<file path="src/rtl/imem_loader_pkg.sv">
// Shared types for the instruction-memory loader.
// States, word geometry and the byte-acceptance decode.
package imem_loader_pkg;

  typedef enum logic [2:0] {
    S_IDLE,
    S_HEADER,
    S_DATA,
    S_WRITE,
    S_CHECK,
    S_DONE,
    S_ERROR
  } state_e;

  localparam int BYTES_PER_WORD = 4;

  function automatic logic accepts(state_e s);
    return (s == S_HEADER) || (s == S_DATA) || (s == S_CHECK);
  endfunction

endpackage

</file>
<file path="src/rtl/imem_loader_if.sv">
// Byte stream link between host and loader.
// valid/ready: a byte moves on a clock where both are high.
interface imem_loader_if;
  logic       byte_valid;
  logic [7:0] byte_data;
  logic       byte_ready;

  modport master (
    output byte_valid,
    output byte_data,
    input  byte_ready
  );

  modport slave (
    input  byte_valid,
    input  byte_data,
    output byte_ready
  );
endinterface

</file>
<file path="src/rtl/imem_loader_byte_assembler.sv">
// Packs four stream bytes MSB-first into a word.
// word_valid_o pulses in the cycle the fourth byte is taken.
module byte_assembler
  import imem_loader_pkg::*;
(
  input  logic        clk,
  input  logic        rst,
  input  logic        clr_i,
  input  logic        en_i,
  input  logic [7:0]  byte_i,
  output logic [31:0] word_o,
  output logic        word_valid_o
);

  logic [1:0]  idx_q;
  logic [31:0] shift_q;

  always_ff @(posedge clk) begin
    if (rst || clr_i) begin
      idx_q   <= '0;
      shift_q <= '0;
    end else if (en_i) begin
      idx_q   <= idx_q + 2'd1;
      shift_q <= {shift_q[23:0], byte_i};
    end
  end

  assign word_o       = {shift_q[23:0], byte_i};
  assign word_valid_o = en_i &&
    (idx_q == 2'(BYTES_PER_WORD - 1));

endmodule

</file>
<file path="src/rtl/imem_loader.sv">
// Loads a length-prefixed word stream into imem, holding the cpu in reset.
// Define LOADER_CHECKSUM_EN to require a 32-bit sum trailer.
module imem_loader
  import imem_loader_pkg::*;
#(
  parameter logic [31:0] BASE_ADDR = 32'h0000_0000,
  parameter int          MAX_WORDS = 256,
  parameter int          CNT_WIDTH = 16
) (
  input  logic         clock,
  input  logic         reset,
  input  logic         start,
  imem_loader_if.slave bs,
  output logic         imem_write_en,
  output logic [31:0]  imem_address,
  output logic [31:0]  imem_data,
  output logic         cpu_reset,
  output logic         busy,
  output logic         done,
  output logic         err_overflow,
  output logic         err_checksum
);

`ifdef LOADER_CHECKSUM_EN
  localparam state_e TAIL = S_CHECK;
`else
  localparam state_e TAIL = S_DONE;
`endif
  localparam logic TAIL_DONE = (TAIL == S_DONE);

  state_e               state_q;
  logic [CNT_WIDTH-1:0] cnt_q, len_q;
  logic                 we_q, cpurst_q;
  logic                 busy_q, done_q, ovf_q;
  logic [31:0]          addr_q, data_q;

  logic                 fire, take_start;
  logic                 word_valid;
  logic [31:0]          word;
  logic [CNT_WIDTH-1:0] hdr_len, cnt_nx;
  logic                 hdr_ovf;

  assign bs.byte_ready = accepts(state_q);
  assign fire          = bs.byte_valid && bs.byte_ready;
  assign take_start    = start && (state_q == S_IDLE ||
    state_q == S_DONE || state_q == S_ERROR);

  byte_assembler u_asm (
    .clk          (clock),
    .rst          (reset),
    .clr_i        (take_start),
    .en_i         (fire),
    .byte_i       (bs.byte_data),
    .word_o       (word),
    .word_valid_o (word_valid)
  );

  assign hdr_len = word[CNT_WIDTH-1:0];
  assign hdr_ovf = ((word >> CNT_WIDTH) != 32'd0) ||
    (32'(hdr_len) > 32'(MAX_WORDS));
  assign cnt_nx  = cnt_q + CNT_WIDTH'(1);

`ifdef LOADER_CHECKSUM_EN
  logic [31:0] sum_q;
  logic        cks_q;
  logic        cks_ok;

  assign cks_ok = (word == sum_q);

  always_ff @(posedge clock) begin
    if (reset || take_start) begin
      sum_q <= '0;
      cks_q <= 1'b0;
    end else if (state_q == S_DATA && word_valid) begin
      sum_q <= sum_q + word;
    end else if (state_q == S_CHECK && word_valid && !cks_ok) begin
      cks_q <= 1'b1;
    end
  end

  assign err_checksum = cks_q;
`else
  assign err_checksum = 1'b0;
`endif

  always_ff @(posedge clock) begin
    if (reset) begin
      state_q  <= S_IDLE;
      cnt_q    <= '0;
      len_q    <= '0;
      we_q     <= 1'b0;
      addr_q   <= BASE_ADDR;
      data_q   <= '0;
      cpurst_q <= 1'b1;
      busy_q   <= 1'b0;
      done_q   <= 1'b0;
      ovf_q    <= 1'b0;
    end else begin
      we_q <= 1'b0;
      unique case (state_q)
        S_IDLE, S_DONE, S_ERROR: if (start) begin
          state_q  <= S_HEADER;
          cnt_q    <= '0;
          addr_q   <= BASE_ADDR;
          cpurst_q <= 1'b1;
          busy_q   <= 1'b1;
          done_q   <= 1'b0;
          ovf_q    <= 1'b0;
        end
        S_HEADER: if (word_valid) begin
          len_q <= hdr_len;
          if (hdr_ovf) begin
            state_q <= S_ERROR;
            ovf_q   <= 1'b1;
            busy_q  <= 1'b0;
          end else if (hdr_len == '0) begin
            state_q  <= TAIL;
            busy_q   <= !TAIL_DONE;
            done_q   <= TAIL_DONE;
            cpurst_q <= !TAIL_DONE;
          end else begin
            state_q <= S_DATA;
          end
        end
        S_DATA: if (word_valid) begin
          state_q <= S_WRITE;
          we_q    <= 1'b1;
          data_q  <= word;
          addr_q  <= BASE_ADDR + {30'(cnt_q), 2'b00};
        end
        S_WRITE: begin
          cnt_q <= cnt_nx;
          if (cnt_nx == len_q) begin
            state_q  <= TAIL;
            busy_q   <= !TAIL_DONE;
            done_q   <= TAIL_DONE;
            cpurst_q <= !TAIL_DONE;
          end else begin
            state_q <= S_DATA;
          end
        end
`ifdef LOADER_CHECKSUM_EN
        S_CHECK: if (word_valid) begin
          busy_q <= 1'b0;
          if (cks_ok) begin
            state_q  <= S_DONE;
            done_q   <= 1'b1;
            cpurst_q <= 1'b0;
          end else begin
            state_q <= S_ERROR;
          end
        end
`endif
        default: state_q <= S_IDLE;
      endcase
    end
  end

  assign imem_write_en = we_q;
  assign imem_address  = addr_q;
  assign imem_data     = data_q;
  assign cpu_reset     = cpurst_q;
  assign busy          = busy_q;
  assign done          = done_q;
  assign err_overflow  = ovf_q;

endmodule

</file>
<file path="src/flat_wrapper.sv">
// flat-port wrapper written by rule: the top's interface ports become plain ports
module imem_loader_flat import imem_loader_pkg::*;
#(
  parameter logic [31:0] BASE_ADDR = 32'h0000_0000,
  parameter int          MAX_WORDS = 256,
  parameter int          CNT_WIDTH = 16
)
  (clock, reset, start, imem_write_en, imem_address, imem_data, cpu_reset, busy, done, err_overflow, err_checksum, bs_byte_valid, bs_byte_data, bs_byte_ready);
  imem_loader_if bs_i ();
  input  logic clock;
  input  logic reset;
  input  logic start;
  output logic imem_write_en;
  output logic [31:0] imem_address;
  output logic [31:0] imem_data;
  output logic cpu_reset;
  output logic busy;
  output logic done;
  output logic err_overflow;
  output logic err_checksum;
  input wire logic [$bits(bs_i.byte_valid)-1:0] bs_byte_valid;
  input wire logic [$bits(bs_i.byte_data)-1:0] bs_byte_data;
  output wire logic [$bits(bs_i.byte_ready)-1:0] bs_byte_ready;
  assign bs_i.byte_valid = bs_byte_valid;
  assign bs_i.byte_data = bs_byte_data;
  assign bs_byte_ready = bs_i.byte_ready;
  imem_loader #(.BASE_ADDR(BASE_ADDR), .MAX_WORDS(MAX_WORDS), .CNT_WIDTH(CNT_WIDTH)) u_core (.clock(clock), .reset(reset), .start(start), .bs(bs_i), .imem_write_en(imem_write_en), .imem_address(imem_address), .imem_data(imem_data), .cpu_reset(cpu_reset), .busy(busy), .done(done), .err_overflow(err_overflow), .err_checksum(err_checksum));
endmodule
</file>
<file path="config.mk">
export PLATFORM = sky130hd
export DESIGN_NAME = imem_loader_flat
export DESIGN_NICKNAME = d
export VERILOG_FILES = /design/src/rtl/imem_loader_pkg.sv /design/src/rtl/imem_loader_if.sv /design/src/rtl/imem_loader_byte_assembler.sv /design/src/rtl/imem_loader.sv /design/src/flat_wrapper.sv
export SDC_FILE = /design/constraint.sdc
export NUM_CORES = 1
export LEC_CHECK = 0
export ABC_AREA = 0
export BUFFER_PORTS_ARGS = -buffer_cell sky130_fd_sc_hd__buf_2
export CAP_MARGIN = 10
export CORE_ASPECT_RATIO = 1.4
export CORE_UTILIZATION = 63
export CTS_BUF_LIST = sky130_fd_sc_hd__clkbuf_4 sky130_fd_sc_hd__clkbuf_8
export DETAILED_ROUTE_END_ITERATION = 8
export GPL_TIMING_DRIVEN = 1
export MAX_ROUTING_LAYER = met4
export PLACE_DENSITY_LB_ADDON = 0.1
export SETUP_SLACK_MARGIN = 0.15
export SYNTH_ARGS = -nofsm -noshare
export SYNTH_HDL_FRONTEND = slang
export SYNTH_SLANG_ARGS = --single-unit
</file>
<file path="constraint.sdc">
create_clock -name clock -period 5.9 [get_ports clock]
set_input_delay 1.18 -clock clock [delete_from_list [all_inputs] [get_ports clock]]
set_output_delay 1.18 -clock clock [all_outputs]
set_load 0.02 [all_outputs]
</file>
==> results.md, run 1 <==
- The run finished with clean final reports.
- The routed design has 12400 um of wire.
- The boundary pin count is 83.
- The clock tree synthesis step divided the H-tree into 4 levels.
- From synthesis to final layout, the design area changed by 11.8%.
- The area of the die is 8530 um^2.
- STA classifies the critical path startpoint as a flop.
- Adding up every negative setup slack in the final design gives 0 ns.
- The startpoint identified for the worst hold timing path is u_core.imem_data[20].
- The total number of vias is 4614.
- The initial antenna violation count was 0.
- Fill cells in the final layout number 660.
- The multi-input gate area in the final layout is 2590 um^2.
- The slowest stage of the critical path belongs to the cell dfxtp_1.
- The final hold violation count is 0.
- In this run the critical register-to-register path is launched from u_core.cnt_q[0].
- The source-to-sink clock delay at the later pin of the worst-skew pair is 0.44 ns.
- Headroom to the max-slew limit came out at 19.2%.
- The congestion estimate from routability-driven global placement came to 0.982.
- The min-delay analysis places its worst path in the category reg -> reg.
- Hold repair after CTS inserted 0 buffers.
- For this design the ratio of total power to cell area is 295 nW/um^2.
- The clock passes through at most 2 buffers.
- Data on the critical path is required at its endpoint by 4.72 ns.
- Setup repair after global routing left no endpoint under its margin.
- The first global-routing pass estimated 20400 um of wire.
- In this run the standard cell core region covers 7850 um^2.
- In this run the static leakage power is 0.00231 uW.
- Global routing used 31.8% of the available tracks.
- The worst register-to-register path ends at u_core.state_q[0].
- The number of input and output port buffers inserted is 65.
- 0 antenna diodes ended up in the layout.
- The floorplan has 38 rows.
- The depth of the most critical reg-to-reg path is 7.
- Synthesis handed over a netlist of 636 instances.
- The tree is rooted in a clkbuf_8.
- The number of max-slew violations in the final report came to 0.
- The arrival time at the worst endpoint is 2.02 ns.
- The clock transition time at the flip-flop clock pins of the worst setup and hold paths is 0.07 ns.
- The area after detailed placement is 5370 um^2.
- The final number of setup-violating endpoints is 0.
- The signal on the critical path passes through inv_1, or3_1, o21ai_0, buf_2.
- The number of different library cells used by synthesis comes to 52.
- Once the clock tree was built, the resizer swapped 0 gates to a different size.
- The post-layout instance area is 5740 um^2.
- After synthesis, the mean cell area works out to 8.08 um^2.
- The maximum net fanout on the critical path is 14.
- The tool flagged a number of max-cap violations equal to 0.
- For this run the aggregate overflow at the end of global routing stands at 0.
- At the pin with the least slew margin, the transition time is 1.21 ns.
- Before CTS, the worst setup slack after placement is 2.81 ns.
- The total number of yosys warnings is 0.
- The first routing iteration left 243 violations.
- The sum of net half-perimeters after detailed placement is 8710 um.
- The via count of the first global-routing pass is 4239.
- After synthesis, the share of flip-flops with an asynchronous set or reset is 0%.
- The number of clock sinks seen by CTS is 114.
- The maximum number of pins on one net before global-route repair is 60.
- After detailed routing, the number of vias per cell comes to 5.84.
- The top flip-flop cell by instance count after synthesis is dfxtp_1.
- The share of cells above drive strength 1 is 15.2%.
- The register area is 2280 um^2.
- Static timing analysis puts the maximum clock frequency at 0.313 GHz.
- Hold is met by 0.456 ns.
- The setup skew after layout is 0.00750 ns.
- The post-route minimum period is 3.20 ns.
- After synthesis the cells add up to 5140 um^2.
- The kind of end point of the critical path is a primary output.
- The highest cell delay on the worst timing path is 0.61 ns.
- The residual DRC count is 0.
- The number of synthesized flops with an enable pin is 0.
- The critical path in this run is classified as reg -> out.
- The first detailed-routing pass ran for 5 iterations.
- The starting density of the core is 65.5%.
- After clock tree synthesis, the setup repair step added 0 buffers.
- The count of nets left with antenna violations once routing finished came out at 0.
- The worst path setup slack after routing is 2.70 ns.
- In this run, synthesis produced a sequential element count of 114.
- The worst hold path was traced through 2 stages.
- Sequential cells were found to cover 44.4% of the synthesized design area.
- The worst-case vdd ir drop is 0.247 mV.
- The average wire per cell in the routed design is 15.7 um.
- The final-stage net count is 692.
- The die extent in y is 109 um.
- The chip width is 78.3 um.
- After layout, the worst path uses 54.2% of the clock period.
- The CTS tree is built.
- TritonCTS created 17 clock buffers.
- The register-to-register setup slack is 3.11 ns.
- The path with the worst hold slack has its endpoint at u_core.imem_data[20].
==> worst max path at each step <==
stage	start	end	slack (ns)	depth (start not counted)
floorplan	bs_byte_valid	u_core.imem_data[16]	3.34	7
global placement	reset	u_core.done	2.84	5
detailed placement	reset	u_core.done	2.81	5
CTS	u_core.state_q[2]	bs_byte_ready	2.71	4
global route	u_core.state_q[2]	bs_byte_ready	2.59	4
finish	u_core.state_q[2]	bs_byte_ready	2.70	4
==> final cells by class <==
cell class	instances	share of cell area, %
Clock buffer	22	5.05
Clock inverter	9	1.44
Inverter	8	0.523
Multi-Input combinational cell	469	45.0
Sequential cell	114	39.7
Tap cell	100	2.18
Timing Repair Buffer	68	6.06
==> per-layer routing <==
layer	track usage (%)	share of wire (%)
met5	-	0
met4	11.9	1.7
met3	7.11	4.7
met2	55.4	52
met1	35.6	41
==> metrics by stage <==
step,cells,total power (uW),utilization (%)
after floorplan,652,987,-
after global routing,790,1760,73.2
after CTS,790,1700,73.2
after detailed placement,759,1030,68.5
final,790,1690,73.2
after global placement,759,1030,68.5
==> cells in the final DEF, fill, tap and decap left out, drive strengths merged, types with 4 or more instances in the layout <==
| master | instances |
|---|---|
| nand4 | 6 |
| clkbuf | 22 |
| xor2 | 5 |
| a31oi | 4 |
| conb | 17 |
| xnor2 | 19 |
| nand3 | 12 |
| and3 | 5 |
| nor2 | 73 |
| o211ai | 4 |
| buf | 68 |
| a21oi | 68 |
| or3 | 12 |
| nor4 | 12 |
| o21ai | 23 |
| a22oi | 20 |
| a211oi | 4 |
| mux2i | 26 |
| dfxtp | 114 |
| nand2b | 5 |
| inv | 8 |
| clkinvlp | 5 |
| nor3 | 4 |
| nand2 | 116 |
==> synth_stat cells (4+ instances only) <==
| cell | number | area share [%] |
|---|---|---|
| and3_1 | 5 | 0.61 |
| nor3_1 | 4 | 0.39 |
| a21oi_1 | 68 | 6.6 |
| a22oi_1 | 20 | 2.9 |
| dfxtp_1 | 114 | 44 |
| buf_2 | 9 | 0.88 |
| nand4_1 | 5 | 0.61 |
| clkbuf_1 | 33 | 2.4 |
| buf_4 | 17 | 2.5 |
| nor4_1 | 11 | 1.3 |
| nand2b_1 | 5 | 0.61 |
| inv_1 | 8 | 0.58 |
| o21ai_0 | 21 | 2.0 |
| nor2_1 | 73 | 5.3 |
| o211ai_1 | 4 | 0.58 |
| xor2_1 | 5 | 0.85 |
| nand2_1 | 116 | 8.5 |
| mux2i_1 | 26 | 5.1 |
| xnor2_1 | 19 | 3.2 |
| a211oi_1 | 4 | 0.58 |
| a31oi_1 | 4 | 0.49 |
| or3_1 | 12 | 1.5 |
| nand3_1 | 11 | 1.1 |
==> flip-flops by register name, indices dropped and copies added, names as in the netlist <==
name	count
u_core.u_asm.shift_q	24
u_core.u_asm.idx_q	2
u_core.cpu_reset	1
u_core.err_overflow	1
u_core.state_q	3
u_core.busy	1
u_core.imem_data	32
u_core.done	1
u_core.len_q	16
u_core.imem_write_en	1
u_core.cnt_q	16
u_core.imem_address	16
==> worst max-delay path, delay by kind of cell (launching register included) <==
family                 cells  cell delay (ns)
AO/OA/AOI/OAI              1             0.11
buffers and inverters      2             0.41
flip-flops                 1             0.61
AND/OR/NAND/NOR            1             0.45
==> cell families (layout without fill, tap and decap cells) <==
logic type	after synthesis	in the layout	synth area share [%]
and+or+nand+nor	260	260	23.0
AOI/OAI and AO/OA	140	140	16.4
DFF	114	114	44.4
buffers and inverters	69	107	6.53
muxes	26	26	5.06
xor gates and xnor gates	24	24	4.09
adders and majority gates	2	2	0.487
other	1	17	0.0730
==> report_power, final <==
part           leakage [uW]  internal (uW)  switching [uW]  total [uW]
combinational       0.00121           69.8             132         202
sequential         0.000920            787            27.0         814
clock              0.000180            370             307         677
total               0.00231           1230             466        1690
Note: power is estimated with default switching activity, not from simulation.
==> inputs of run 2 (changes only) <==
--- a/config.mk
+++ b/config.mk
@@ -5,11 +5,11 @@
 export SDC_FILE = /design/constraint.sdc
 export NUM_CORES = 1
 export LEC_CHECK = 0
-export ABC_AREA = 0
+export ABC_AREA = 1
 export BUFFER_PORTS_ARGS = -buffer_cell sky130_fd_sc_hd__buf_2
 export CAP_MARGIN = 10
 export CORE_ASPECT_RATIO = 1.4
-export CORE_UTILIZATION = 63
+export CORE_UTILIZATION = 58
 export CTS_BUF_LIST = sky130_fd_sc_hd__clkbuf_4 sky130_fd_sc_hd__clkbuf_8
 export DETAILED_ROUTE_END_ITERATION = 8
 export GPL_TIMING_DRIVEN = 1
==> constraint.sdc (replaced) <==
create_clock -name clock -period 2.99 [get_ports clock]
set_input_delay 0.598 -clock clock [delete_from_list [all_inputs] [get_ports clock]]
set_output_delay 0.598 -clock clock [all_outputs]
set_load 0.02 [all_outputs]
==> run 2 against run 1 <==
Global-route usage fell by 1.6 points. Critical path type is now reg -> reg. Sequential share of layout area fell by 0.086 points. Clock power rose by 92%. Largest cell class unchanged.
==> results.md, run 2 <==
- The flow ran to the end, and the final reports show no timing, DRC or antenna violations.
- The number of max-slew violations in the final report is 0 (unchanged).
- The most used standard cell by instance count after synthesis is nand2_1.
- The boundary pin count was 83 (unchanged).
- The all-layer global routing usage is 30.2% (-1.6 points).
- The mean area per synthesized cell is 7.36 um^2 (-8.9%).
- The antenna diode count is 0 (unchanged).
- The final-stage net count is 763 (+10%).
- The cell repeated most along the worst path is nor2_1.
- TritonCTS built the clock tree.
- The number of buffers created by CTS was 17 (unchanged).
- The via count of the first global-routing pass is 4423 (+4.3%).
- The average wire per cell in the routed design came to 14.4 um (-8.3%).
- Derived from the worst setup path, the maximum achievable clock frequency is 0.414 GHz.
- The slowest stage of the critical path is the nor2_1 cell.
- The starting density of the core came to 59.4% (-6.1 points).
- The maximum net fanout on the critical path came to 22 (+8).
- The area of the die is 9150 um^2 (+7.3%).
- The number of input and output port buffers inserted is 65 (unchanged).
- The static power due to leakage is 0.00257 uW (+11%).
- Leaving out fill and tap cells, the most frequent cell in the layout is nand2_1.
- The die extent in y is 113 um (+3.6%).
- The top flip-flop cell by instance count after synthesis is dfxtp_1.
- The post-synth design cell area came to 5080 um^2 (-1.1%).
- The total of cells resized after clock tree synthesis was 0 (unchanged).
- The clock transition time at the flip-flop clock pins of the worst setup and hold paths is 0.07 ns (about the same).
- The sum of negative setup slack is 0 ns (unchanged).
- The cell taking the most area after synthesis is dfxtp_1.
- The flip-flop count of the largest register, all copies and words added came to 32 (unchanged).
- The arrival time at the worst endpoint came to 2.78 ns (+0.76 ns).
- The chip width is 81.1 um (+3.6%).
- The startpoint identified for the worst register-to-register timing path is u_core.state_q[1].
- Walking the worst path, the cells encountered are nor2_1, nand2_1, nand2_1, nor2_1, inv_1, nor2_1, nor2_1, inv_1, a21oi_1.
- The register bit total from synthesis came to 114 (unchanged).
- The number of cells after detailed placement is 835 (+10%).
- The number of clock sinks seen by CTS is 114 (unchanged).
- The filler cell count in the final layout is 740 (+12%).
- The routed design could run at a clock period as short as 2.42 ns.
- The final hold violation count is 0 (unchanged).
- The global placer's final weighted congestion is 0.972 (-0.94%).
- The via count normalized by instance count is 5.51 (-5.7%).
- The number of synthesized flops with an enable pin is 0 (unchanged).
- The source-to-sink clock delay at the later pin of the worst-skew pair is 0.43 ns (about the same).
- Leaving out fill and tap cells, the most frequent cells in the layout are nand2_1, dfxtp_1, nor2_1.
- The startpoint identified for the worst hold timing path is bs_byte_data[6].
- The total number of yosys warnings is 0 (unchanged).
- The maximum root-to-sink buffer count came to 2 (unchanged).
- The portion of the post-synthesis area used by sequential elements is 44.9% (+0.48 points).
- The setup skew after layout is 0.00677 ns (-0.000727 ns).
- The final number of setup-violating endpoints is 0 (unchanged).
- The final standard cell count with taps included and fillers excluded is 867 (+9.7%).
- The global-route wire length before repair was 20300 um (-0.78%).
- The worst path setup slack after routing came to 0.573 ns (-2.13 ns).
- The number of levels the H-tree was split into was 4 (unchanged).
- The total of max-cap violations came to 0 (unchanged).
- The top cell type's share of synthesized area is 44.9% (+0.48 points).
- The placeable core region is 8560 um^2 (+9.1%).
- The maximum number of pins on one net before global-route repair was 62 (+3.3%).
- The total power per unit cell area is 718 nW/um^2 (+140%).
- The post-cts hold buffer count is 0 (unchanged).
- The placement row count is 40 (+5.3%).
- The share of cells above drive strength 1 is 17.8% (+2.6 points).
- The buffer type at the clock tree root is clkbuf_8.
- On the critical path the largest part of the delay comes from simple AND/OR/NAND/NOR gates.
- The register area is 2280 um^2 (unchanged).
- The total number of vias is 4774 (+3.5%).
- The highest cell delay on the worst timing path was 0.87 ns (+0.26 ns).
- Yosys attributes the largest share of cell area to dfxtp_1, nand2_1, a21oi_1, o21ai_0, nor2_1.
- In the synthesized netlist, the cells that appear most often are nand2_1, dfxtp_1, nor2_1.
- The count of mapped cells out of synthesis is 691 (+8.6%).
- The worst-case vdd ir drop is 0.562 mV (+130%).
- The async set-reset flop share out of synthesis is 0% (unchanged).
- The area growth from synthesis to layout is 13.2%.
- The number of DRC markers in iteration 0 came to 231 (-4.9%).
- The number of post-CTS setup repair buffers is 0 (unchanged).
- The initial antenna violation count is 0 (unchanged).
- The multi-input gate area in the final layout is 2360 um^2 (-8.9%).
- Tracing the worst setup path back leads to its startpoint at u_core.state_q[1].
- The residual DRC count came to 0 (unchanged).
- By startpoint and endpoint, the worst setup path is classified as reg -> reg.
- The kind of end point of the critical path is a flop.
- The number of distinct library cells after synthesis is 35 (-33%).
- The data required time at the worst endpoint is 3.35 ns (-1.37 ns).
- The aggregate global routing overflow came to 0 (unchanged).
- The worst hold path belongs to the class in -> reg.
- The placement-stage worst setup slack was 0.651 ns (-2.16 ns).
- The post-detailed-route count of antenna-violating nets is 0 (unchanged).
- The post-detailed-routing wire length is 12500 um (+0.60%).
- The slew of the pin with the lowest slew margin was 1.14 ns (-0.0688 ns).
- The sum of net half-perimeters after detailed placement is 8780 um (+0.84%).
- The combined buffer and inverter count along the critical path is 2 (unchanged).
- The first-pass iteration count of the detailed router came to 6 (+1).
- Setup repair after global routing left no endpoint under its margin.
- The relative max-transition margin is 23.8% (+4.6 points).
- STA classifies the critical path startpoint as a flop.
- After layout, the worst path uses 80.9% of the clock period.
==> run 2: cell count changes after synthesis, moves of 7 or more <==
cell	delta
o21ai_0	+50
or3_1	-12
nor2_1	+10
nand3_1	+33
a21oi_1	+10
mux2i_1	-26
clkbuf_1	-13
nor2_4	+7
inv_1	+53
nor4_1	-9
xnor2_1	-18
==> run 2: cell type report <==
cell class,instances,share of cell area (%)
clock buffer,27,5.91
clock inverter,5,0.435
inverter,65,4.24
multi-input combinational,479,40.9
sequential,114,39.6
tap,105,2.28
timing repair buffer,72,6.56
==> run 2: through the flow <==
| stage | util [%] | hold slack (ns) | total power, uW | cell area (um^2) |
|---|---|---|---|---|
| after global routing | 67.3 | 0.462 | 4350 | 5760 |
| final | 67.3 | 0.466 | 4140 | 5760 |
| after CTS | 67.3 | 0.440 | 4130 | 5760 |
| after floorplan | - | 0.441 | 2550 | 5140 |
| after global placement | 63.0 | 0.450 | 2790 | 5390 |
| after detailed placement | 63.0 | 0.460 | 2840 | 5390 |
==> run 2: worst paths after layout <==
check                                               end  slack (ns)  depth (start not counted)
worst max-delay path            u_core.u_asm.shift_q[2]        0.57                          9
worst min-delay path                u_core.imem_data[6]        0.47                          3
worst max register to register  u_core.u_asm.shift_q[2]        0.57                          9
worst min register to register              u_core.busy        0.47                          2
==> run 2: cell families (layout without fill, tap and decap cells) <==
group | count (synthesis) | in the layout | synth area share (%)
AND/OR/NAND/NOR | 284 | 284 | 25.3
other | 1 | 17 | 0.0738
XOR/XNOR | 5 | 5 | 1.43
adder cells (fa/ha/maj) | 2 | 2 | 0.492
buffers and inverters | 114 | 169 | 9.94
flip-flops | 114 | 114 | 44.9
AO/OA/AOI/OAI | 171 | 171 | 17.9
==> run 2: routing by layer <==
layer	track usage, %	part of all wire (%)	vias up
li1	-	-	2361
met1	31.5	39	2185
met2	50.7	52	193
met3	6.69	4.9	35
met4	18.7	3.9	0
met5	-	0	-
==> run 2: power by group <==
group	total, uW	leakage (uW)	switching, uW	internal [uW]
combinational	1100	0.00145	799	302
sequential	1740	0.000920	101	1640
clock	1300	0.000201	575	722
==> run 2: worst reg2reg max path, cell delays in order, from the launching register on <==
cell	delay (ns)
dfxtp_1	0.35
nor2_1	0.16
nand2_1	0.11
nand2_1	0.08
nor2_1	0.05
inv_1	0.10
nor2_1	0.11
nor2_1	0.87
inv_1	0.31
a21oi_1	0.21
